### config.mk
export PLATFORM = sky130hd
export DESIGN_NAME = dac_spi_tx
export DESIGN_NICKNAME = d
export VERILOG_FILES = /design/src/rtl/dac_spi_tx.sv
export SDC_FILE = /design/constraint.sdc
export NUM_CORES = 1
export LEC_CHECK = 0
export BUFFER_PORTS_ARGS = -buffer_cell sky130_fd_sc_hd__clkbuf_2
export CAP_MARGIN = 25
export CORE_ASPECT_RATIO = 1.5
export CORE_UTILIZATION = 40
export CTS_BUF_LIST = sky130_fd_sc_hd__clkbuf_16
export CTS_CLUSTER_DIAMETER = 150
export DETAILED_ROUTE_END_ITERATION = 10
export PLACE_DENSITY = 0.62
export SETUP_SLACK_MARGIN = 0.15
export SLEW_MARGIN = 20
export SYNTH_ARGS = -nofsm -noshare
export SYNTH_HDL_FRONTEND = slang
export SYNTH_SLANG_ARGS = --single-unit
### constraint.sdc
create_clock -name clk -period 5.81 [get_ports clk]
set_clock_uncertainty 0.05 [all_clocks]
set_input_delay 0.581 -clock clk [delete_from_list [all_inputs] [get_ports clk]]
set_output_delay 0.581 -clock clk [all_outputs]
set_load 0.03 [all_outputs]
### src/rtl/dac_spi_tx.sv
// dac_spi_tx: saturates a 16-bit sample to a 12-bit DAC code and sends it
// MSB-first as a 16-bit {CMD, code} frame to an SPI DAC (sclk idle high,
// data launched on rising sclk, sampled by the DAC on falling sclk).
// Optional build macro DAC_SPI_TX_HOLD_EN adds a one-entry pending register
// so a request arriving while busy is sent right after the current frame.
module dac_spi_tx #(
  parameter int unsigned CLK_DIV = 4,
  parameter logic [3:0]  CMD     = 4'b0011,
  parameter int unsigned GAP_CYC = 8
) (
  input  logic        clk,
  input  logic        reset_n,
  input  logic [15:0] sample_in,
  input  logic        sample_vld,
  output logic        busy,
  output logic        done,
  output logic        dac_sclk,
  output logic        dac_sync_n,
  output logic        dac_din
);

  localparam int unsigned FRAME_W = 16;
  localparam int unsigned BIT_W   = 4;
  localparam int unsigned DIV_W   = 8;
  localparam int unsigned GAP_W   = (GAP_CYC > 1) ? $clog2(GAP_CYC) : 1;

  localparam logic [DIV_W-1:0] DIV_LAST = DIV_W'(CLK_DIV - 1);
  localparam logic [GAP_W-1:0] GAP_LAST = GAP_W'(GAP_CYC - 1);

  typedef enum logic [1:0] {
    IDLE  = 2'd0,
    SHIFT = 2'd1,
    GAP   = 2'd2
  } state_t;

  state_t               state_q, state_d;
  logic [FRAME_W-1:0]   shift_q, shift_d;
  logic [BIT_W-1:0]     bit_cnt_q, bit_cnt_d;
  logic [DIV_W-1:0]     div_cnt_q, div_cnt_d;
  logic [GAP_W-1:0]     gap_cnt_q, gap_cnt_d;
  logic                 busy_d, done_d, sclk_d, sync_n_d, din_d;
  logic [FRAME_W-1:0]   frame_c;
  logic                 start_c;
  logic [FRAME_W-1:0]   start_frame_c;
`ifdef DAC_SPI_TX_HOLD_EN
  logic                 pend_q, pend_d;
  logic [FRAME_W-1:0]   pend_frame_q, pend_frame_d;
`endif

  // Saturate the sample to 12 bits and prepend the command nibble
  always_comb begin
    frame_c = {CMD, (sample_in[15:12] == 4'd0) ? sample_in[11:0] : 12'hFFF};
  end

  // Next-state and next-output logic
  always_comb begin
    state_d       = state_q;
    shift_d       = shift_q;
    bit_cnt_d     = bit_cnt_q;
    div_cnt_d     = div_cnt_q;
    gap_cnt_d     = gap_cnt_q;
    busy_d        = busy;
    done_d        = 1'b0;
    sclk_d        = dac_sclk;
    sync_n_d      = dac_sync_n;
    din_d         = dac_din;
    start_c       = 1'b0;
    start_frame_c = frame_c;
`ifdef DAC_SPI_TX_HOLD_EN
    pend_d        = pend_q;
    pend_frame_d  = pend_frame_q;
`endif

    case (state_q)
      IDLE: begin
`ifdef DAC_SPI_TX_HOLD_EN
        // A fresh request is newer than anything left pending
        if (sample_vld || pend_q) begin
          start_c       = 1'b1;
          start_frame_c = sample_vld ? frame_c : pend_frame_q;
          pend_d        = 1'b0;
        end
`else
        if (sample_vld) begin
          start_c = 1'b1;
        end
`endif
      end

      SHIFT: begin
        if (div_cnt_q == DIV_LAST) begin
          div_cnt_d = '0;
          if (dac_sclk) begin
            sclk_d = 1'b0;
          end else if (bit_cnt_q == '0) begin
            state_d   = GAP;
            sclk_d    = 1'b1;
            sync_n_d  = 1'b1;
            din_d     = 1'b0;
            gap_cnt_d = '0;
            done_d    = (GAP_CYC == 1);
          end else begin
            bit_cnt_d = bit_cnt_q - 1'b1;
            sclk_d    = 1'b1;
            shift_d   = {shift_q[FRAME_W-2:0], 1'b0};
            din_d     = shift_q[FRAME_W-2];
          end
        end else begin
          div_cnt_d = div_cnt_q + 1'b1;
        end
`ifdef DAC_SPI_TX_HOLD_EN
        if (sample_vld) begin
          pend_d       = 1'b1;
          pend_frame_d = frame_c;
        end
`endif
      end

      GAP: begin
        if (gap_cnt_q == GAP_LAST) begin
          state_d   = IDLE;
          busy_d    = 1'b0;
          gap_cnt_d = '0;
`ifdef DAC_SPI_TX_HOLD_EN
          // Chain straight into the pending frame; a request on this very
          // edge becomes the next pending entry
          if (pend_q) begin
            start_c       = 1'b1;
            start_frame_c = pend_frame_q;
            pend_d        = sample_vld;
          end else if (sample_vld) begin
            pend_d = 1'b1;
          end
          if (sample_vld) begin
            pend_frame_d = frame_c;
          end
`endif
        end else begin
          gap_cnt_d = gap_cnt_q + 1'b1;
          done_d    = (GAP_W'(gap_cnt_q + 1'b1) == GAP_LAST);
`ifdef DAC_SPI_TX_HOLD_EN
          if (sample_vld) begin
            pend_d       = 1'b1;
            pend_frame_d = frame_c;
          end
`endif
        end
      end

      default: begin
        state_d = IDLE;
      end
    endcase

    // Frame start: load shifter, present MSB with sclk high and sync low
    if (start_c) begin
      state_d   = SHIFT;
      shift_d   = start_frame_c;
      bit_cnt_d = BIT_W'(FRAME_W - 1);
      div_cnt_d = '0;
      busy_d    = 1'b1;
      sclk_d    = 1'b1;
      sync_n_d  = 1'b0;
      din_d     = start_frame_c[FRAME_W-1];
    end
  end

  // State, counter and output registers
  always_ff @(posedge clk or negedge reset_n) begin
    if (!reset_n) begin
      state_q      <= IDLE;
      shift_q      <= '0;
      bit_cnt_q    <= '0;
      div_cnt_q    <= '0;
      gap_cnt_q    <= '0;
      busy         <= 1'b0;
      done         <= 1'b0;
      dac_sclk     <= 1'b1;
      dac_sync_n   <= 1'b1;
      dac_din      <= 1'b0;
`ifdef DAC_SPI_TX_HOLD_EN
      pend_q       <= 1'b0;
      pend_frame_q <= '0;
`endif
    end else begin
      state_q      <= state_d;
      shift_q      <= shift_d;
      bit_cnt_q    <= bit_cnt_d;
      div_cnt_q    <= div_cnt_d;
      gap_cnt_q    <= gap_cnt_d;
      busy         <= busy_d;
      done         <= done_d;
      dac_sclk     <= sclk_d;
      dac_sync_n   <= sync_n_d;
      dac_din      <= din_d;
`ifdef DAC_SPI_TX_HOLD_EN
      pend_q       <= pend_d;
      pend_frame_q <= pend_frame_d;
`endif
    end
  end

endmodule

==> results.yml, run 1 <==
pwr:
  total_power_mw: 0.881
  power.switching_fraction_pct: 31.8
  p_clk_share_pct: 29.1
  power_frac_comb_pct: 24.1
  power_density_nw_per_um2: 415
  power.ir.vdd_worst_mv: 0.195
  power.leakage_nw: 0.959
  p_int_mw: 0.601
  p_seq_share_pct: 46.8
  p_sw_mw: 0.280
yosys:
  synth_area_leader_cell: "sky130_fd_sc_hd__dfrtp_1"
  synth_sequential_area_ratio_pct: 50.5
  synth_top_area_share_pct: 47.6
  synth.yosys.warnings: 0
  synth_top_cells_by_area: "sky130_fd_sc_hd__dfrtp_1 (48%), sky130_fd_sc_hd__nor2_1 (6.1%), sky130_fd_sc_hd__a221o_2 (4.9%)"
  synth_nets: 205
  netlist_instances: 181
  synthesis.area_per_instance_um2: 10.2
  distinct_cell_type_count_after_synthesis: 42
  synth.ff_latch_count: 37
  post_synth_instance_area_um2: 1840
clock_tree:
  numCtsBuffers: 5
  cts-resized-gates: 0
  cts_root_buf: "sky130_fd_sc_hd__clkbuf_16"
  postCtsSetupBuffers: 0
  clkSlewWorstSetupHoldPaths_ns: 0.06
  clock_insertion_delay_worst_skew_ns: 0.28
  cts-hold-fix-buffers: 0
  clock_path_buffers: 2
  cts_tree: "yes"
  numClockSinks: 37
  cts.htree.levels: 2
die:
  fp.dieArea_um2: 4880
  std_cell_rows: 29
  top_level_ports: 24
  core_region_area_um2: 4320
  die_width_um: 57.4
  die_h_um: 85.1
  floorplan.initialDensity_pct: 42.6
drt:
  drt_pre_antenna_iters: 7
  drt_drc_violations_left: 4
  routed_wire_length_um: 3880
  avgRoutedWirePerCell_um: 15.3
  viasPerCell: 5.81
  detailedRoute.firstIterationViolations: 81
  drtAntennaViolNets: 0
  via_count: 1477
place:
  dpl.hpwl_um: 2740
  final_weighted_congestion_in_routability_driven_placement: 0.881
  buffer_ports.inserted: 23
final_layout:
  mostFrequentLayoutCells: "sky130_fd_sc_hd__dfrtp_1 (35), sky130_fd_sc_hd__nor2_1 (30), sky130_fd_sc_hd__clkbuf_2 (23)"
  drive_gt1_share_pct: 23.6
  commonest_non_fill_non_tap_cell_in_the_layout: "sky130_fd_sc_hd__dfrtp_1"
  n_antenna_cell: 0
  layout.nets: 231
  areaGrowthSynthToFinish_pct: 15.4
  fillerInstances: 404
critical_path:
  critical-path-max-stage-delay_ns: 0.66
  worst_ep_required_time_ns: 5.90
  endpoint_kind: "flip-flop"
  critical_path.cell_chain: "ha_1 -> or4b_4 -> or4_1 -> nor2_1 -> o22ai_1"
  critPathKind: "flip-flop to flip-flop"
  arrival_ns: 2.54
  setup_crit_start_kind: "flip-flop"
  timing.critical_path.slowest_stage_cell: "sky130_fd_sc_hd__or4_1"
  critPathMaxFanout: 8
global_routing:
  grt_first_pass_wirelength_um: 6800
  grt.met1_usage_pct: 19.9
  first_global_vias: 1538
  grt.total_usage_pct: 18.1
  global_route.peak_usage_layer: "met2"
  grt.overflow.total: 0
  grt_start_max_net_pins: 38
  grtUsageMet2_pct: 32.2
  groute.layer.met3.usage_pct: 3.51
  grt_antenna_before_repair: 0
timing:
  headroom_to_the_max_slew_limit_pct: 47.7
  timing.final.hold_violations: 0
  final_setup_violation_count: 0
  finalCritPeriodShare_pct: 42.0
  grt_setup_unrepaired: "false"
  min_cycle_time_layout_ns: 2.44
  highest_clock_rate_ghz: 0.410
  maxSlewViolCount: 0
  worst_pin_slew_ns: 0.785
  fin_setup_tns_ns: 0
status:
  outcome: "finished, violations left"
  violations_in_the_final_reports: "design-rule violations"
hold_path:
  class_of_the_tightest_hold_or_removal_check: "primary input to asynchronous set/reset pin"
flow_run:
  cap_viol_max_count: 0
per-layer routing:
metal | wire length [um] | part of all wire [%]
met5 | 0 | 0
met1 | 1620 | 42
met3 | 154 | 4.0
met2 | 2010 | 52
met4 | 94 | 2.4
power by group through the flow:
stage / registers [mW] / logic [mW] / clock network, mW
6_report: 0.412 / 0.213 / 0.256
2_1_floorplan: 0.401 / 0.159 / 0
5_1_grt: 0.422 / 0.240 / 0.269
3_5_place_dp: 0.412 / 0.211 / 0
4_1_cts: 0.410 / 0.213 / 0.259
3_3_place_gp: 0.410 / 0.198 / 0
logic make-up (layout without fill, tap and decap cells):
group	Yosys count	after routing	synth area share, %
fa+ha+maj	5	5	3.40
flops	37	37	50.5
buf+inv	13	40	4.83
mux	2	2	1.09
simple gates	78	78	22.0
compound gates	45	45	17.7
xor+xnor	1	1	0.476
per-stage QoR:
step / hold slack, ns / worst slack [ns] / utilization, % / std cells / area [um^2]
after floorplan: 0.235 / 3.68 / - / 181 / 1840
after global placement: 0.441 / 3.47 / 45.3 / 245 / 1960
after detailed placement: 0.446 / 3.39 / 45.3 / 245 / 1960
after CTS: 0.414 / 3.36 / 48.5 / 253 / 2100
after global routing: 0.253 / 3.20 / 49.2 / 254 / 2120
final: 0.219 / 3.37 / 49.2 / 254 / 2120
critical path, delay by kind of cell, from the launching register on:
family                   cells  cell delay, ns
AO/OA/AOI/OAI                1            0.14
adder cells (fa/ha/maj)      1            0.24
flip-flops                   1            0.38
AND/OR/NAND/NOR              3            1.50
state kept, by name (all words and copies together), names as in the netlist:
name,flops
bit_cnt_q,4
busy,1
dac_din,1
dac_sclk,1
dac_sync_n,1
div_cnt_q,8
done,1
gap_cnt_q,3
shift_q,15
state_q,2
synthesized netlist by cell type, drive strengths merged:
cell type,n
dfrtp,35
a31oi,4
o21a,2
or3,1
or4,2
nor2,31
a211oi,1
a41oi,2
nand2,15
a21oi,4
o41a,1
nor4b,1
nor3,5
and3,4
a311oi,1
clkbuf,1
inv,7
a221o,10
ha,5
o22ai,3
nand4,1
nor2b,1
o21ai,15
or4b,1
and2,2
dfstp,2
or3b,1
nor4,1
a22o,1
o211ai,1
buf,5
xor2,1
nor3b,1
mux2i,2
nand3,10
nand2b,1
worst paths after layout:
check	start	end	slack [ns]	depth (start not counted)
max	div_cnt_q[0]	gap_cnt_q[1]	3.37	5
min	reset_n	done	0.22	1
max reg2reg	div_cnt_q[0]	gap_cnt_q[1]	3.37	5
min reg2reg	shift_q[14]	dac_din	0.45	2
max in group asynchronous	reset_n	dac_sclk	4.94	2
min in group clk	shift_q[14]	dac_din	0.45	2
layout make-up:
type	count	area (um^2)	area share, %
Clock buffer	5	125	5.89
Clock inverter	3	13.8	0.648
Inverter	7	26.3	1.24
Sequential cell	37	928	43.7
Tap cell	46	57.6	2.71
Multi-Input combinational cell	131	822	38.7
Timing Repair Buffer	25	150	7.07
(Power assumes the default switching activity.)
==> inputs of run 2 (changes only) <==
ABC_AREA = 1   (was not set)
PLACE_DENSITY = 0.61   (was 0.62)
clock period = 2.3 ns   (was 5.81 ns; I/O delays follow)
==> results.yml, run 2 <==
critical_path:
  worst_ep_required_time_ns: 2.41
  critPathKind: "flip-flop to flip-flop"
  arrival_ns: 1.88
  setup_crit_start_kind: "flip-flop"
  critical_path.cell_chain: "inv_1 -> ha_1 -> nand3_2 -> inv_1 -> nand2_2 -> nand3_4 -> nand2_1 -> nand2_1"
  crit-reg2reg-capture: "shift_q[7]"
  worst_setup_path_endpoint: "shift_q[7]"
  timing.critical_path.slowest_stage_cell: "sky130_fd_sc_hd__dfrtp_1"
  r2r_start: "bit_cnt_q[0]"
  critPathMaxFanout: 19
  critical-path-max-stage-delay_ns: 0.37
  worst_r2r_path_depth: 8
  endpoint_kind: "flip-flop"
  reg2reg_slack_ns: 0.54
  critical_path.startpoint: "bit_cnt_q[0]"
timing:
  fin_setup_tns_ns: 0
  final_setup_violation_count: 0
  highest_clock_rate_ghz: 0.567
  worst_pin_slew_ns: 0.705
  headroom_to_the_max_slew_limit_pct: 52.8
  setup_slack_ns: 0.535
  min_cycle_time_layout_ns: 1.76
  grt_setup_unrepaired: "false"
  finalCritPeriodShare_pct: 76.7
  maxSlewViolCount: 0
  timing.final.hold_violations: 0
yosys:
  distinct_cell_type_count_after_synthesis: 28
  synthesis.area_per_instance_um2: 7.66
  synth_top_area_share_pct: 39.7
  compound_gate_fraction_of_synth_area_pct: 3.40
  synthFlopType: "sky130_fd_sc_hd__dfrtp_1"
  synth_area_leader_cell: "sky130_fd_sc_hd__dfrtp_1"
  synth-simple-area-share_pct: 41.5
  dominant_combinational_cell_family_by_area_after_synthesis: "simple AND/OR/NAND/NOR gates"
  netlist_instances: 288
  most_used_standard_cells_in_the_synthesized_netlist: "sky130_fd_sc_hd__nand2_1 (115), sky130_fd_sc_hd__dfrtp_1 (35), sky130_fd_sc_hd__nand4_1 (21)"
  synthMuxAreaShare_pct: 0
  synth_sequential_area_ratio_pct: 42.1
  yosys.area_share.xor_xnor_pct: 1.19
  synth_nets: 312
  synth_top_cells_by_area: "sky130_fd_sc_hd__dfrtp_1 (40%), sky130_fd_sc_hd__nand2_1 (20%), sky130_fd_sc_hd__nand4_1 (6.0%)"
  synth_enable_flop_cells: 0
  synth.ff_latch_count: 37
  postSynth.asyncResetShare_pct: 100
  synth.yosys.warnings: 0
  most_frequent_cell_after_synthesis: "sky130_fd_sc_hd__nand2_1"
  synth_fa_ha_area_share_pct: 2.83
  post_synth_instance_area_um2: 2210
drt:
  via_count: 1899
  detailedRoute.firstIterationViolations: 58
  drt_drc_violations_left: 0
  avgRoutedWirePerCell_um: 12.0
  routed_wire_length_um: 4540
  viasPerCell: 5.04
  drtAntennaViolNets: 0
  drt_pre_antenna_iters: 4
pwr:
  p_clk_share_pct: 23.5
  p_int_mw: 1.86
  p_seq_share_pct: 33.8
  power.leakage_nw: 1.33
  power.switching_fraction_pct: 42.3
  power.ir.vdd_worst_mv: 0.545
  power_density_nw_per_um2: 1290
  power_frac_comb_pct: 42.6
  p_sw_mw: 1.37
place:
  buffer_ports.inserted: 23
  dp_worst_setup_slack_ns: 0.532
  placedInstanceArea_um2: 2310
  dpl.hpwl_um: 3290
  final_weighted_congestion_in_routability_driven_placement: 0.815
clock_tree:
  numCtsBuffers: 5
  clock_path_buffers: 2
  cts_root_buf: "sky130_fd_sc_hd__clkbuf_16"
  clkSlewWorstSetupHoldPaths_ns: 0.06
  cts-resized-gates: 0
  cts.htree.levels: 2
  cts_tree: "yes"
  numClockSinks: 37
  clock_insertion_delay_worst_skew_ns: 0.28
  postCtsSetupBuffers: 0
final_layout:
  layout.nets: 332
  largest_register: "shift_q"
  fillerInstances: 528
  reg.largest.list: "shift_q x15, div_cnt_q x8, bit_cnt_q x4"
  flip_flop_count_of_the_largest_register_all_copies_and_words_added: 15
  drive_gt1_share_pct: 17.2
  n_antenna_cell: 0
  commonest_non_fill_non_tap_cell_in_the_layout: "sky130_fd_sc_hd__nand2_1"
  areaGrowthSynthToFinish_pct: 13.8
  final_cell_area_um2: 2510
  mostFrequentLayoutCells: "sky130_fd_sc_hd__nand2_1 (115), sky130_fd_sc_hd__dfrtp_1 (35), sky130_fd_sc_hd__clkbuf_2 (23)"
flow_run:
  cap_viol_max_count: 0
die:
  std_cell_rows: 32
  die_width_um: 62.7
  top_level_ports: 24
  core_region_area_um2: 5250
  floorplan.initialDensity_pct: 42.1
  die_h_um: 93.0
  fp.dieArea_um2: 5820
global_routing:
  grt.total_usage_pct: 17.6
  grt_antenna_before_repair: 0
  first_global_vias: 1945
  grt_first_pass_wirelength_um: 8110
  grt.overflow.total: 0
  grt_start_max_net_pins: 38
status:
  outcome: "finished, final reports clean"
hold_path:
  hold_path.startpoint: "sample_in[0]"
  class_of_the_tightest_hold_or_removal_check: "primary input to flip-flop"
==> run 2: kinds of logic (layout without fill, tap and decap cells) <==
family,count (synthesis),after routing
simple gates,193,193
buf+inv,38,59
xor+xnor,3,3
fa+ha+maj,5,5
compound gates,12,12
flops,37,37
==> run 2: what timing repair did <==
| item | CTS | global route |
|---|---|---|
| endpoints found under the hold margin | 0 | 17 |
| setup endpoints to repair | 0 | 0 |
| hold buffers | 0 | 1 |
==> run 2: layout make-up <==
cell class                      instances  area, um^2  share of cell area [%]
Inverter                               25        95.1                    3.79
Sequential cell                        37         928                    37.0
Clock buffer                            5         125                    4.98
Tap cell                               68        85.1                    3.39
Clock inverter                          3        37.5                    1.49
Timing Repair Buffer                   26         160                    6.38
Multi-Input combinational cell        213        1080                    43.0
==> run 2: how the worst min path moves through the flow <==
stage,cells past startpoint,slack (ns),endpoint
4_1_cts,1,0.07,done
3_5_place_dp,1,0.36,done
2_1_floorplan,0,-0.12,bit_cnt_q[0]
3_3_place_gp,1,0.37,gap_cnt_q[2]
6_report,3,0.16,shift_q[0]
5_1_grt,3,0.20,shift_q[0]
==> run 2: power by group through the flow <==
stage / clock (mW) / combinational (mW) / sequential, mW
final: 0.759 / 1.38 / 1.09
after global routing: 0.804 / 1.60 / 1.12
after CTS: 0.775 / 1.39 / 1.09
after detailed placement: 0 / 1.38 / 1.10
after floorplan: 0 / 1.17 / 1.10
after global placement: 0 / 1.36 / 1.10
==> run 2: critical path, delay by kind of cell, from the launching register on <==
kind	cells	cell delay, ns
adders and majority gates	1	0.23
buffers and inverters	2	0.15
DFF	1	0.37
and+or+nand+nor	5	0.86
==> run 2: through the flow <==
stage               hold slack [ns]  std cells  util (%)  power, mW
floorplan                    -0.116        288         -       2.26
global placement              0.367        367      44.1       2.46
detailed placement            0.358        367      44.1       2.48
finish                        0.158        377      47.9       3.23
CTS                          0.0674        375      47.2       3.26
global route                  0.202        377      47.9       3.53
==> run 2: layer usage <==
metal	wire, um	share of wire, %	vias to the layer above	GRT usage, %
met2	2400	53	46	33.2
met1	1880	41	873	18.6
met3	177	3.9	9	3.78
met4	90	2.0	0	7.17
li1	-	-	971	-
met5	0	0	-	0
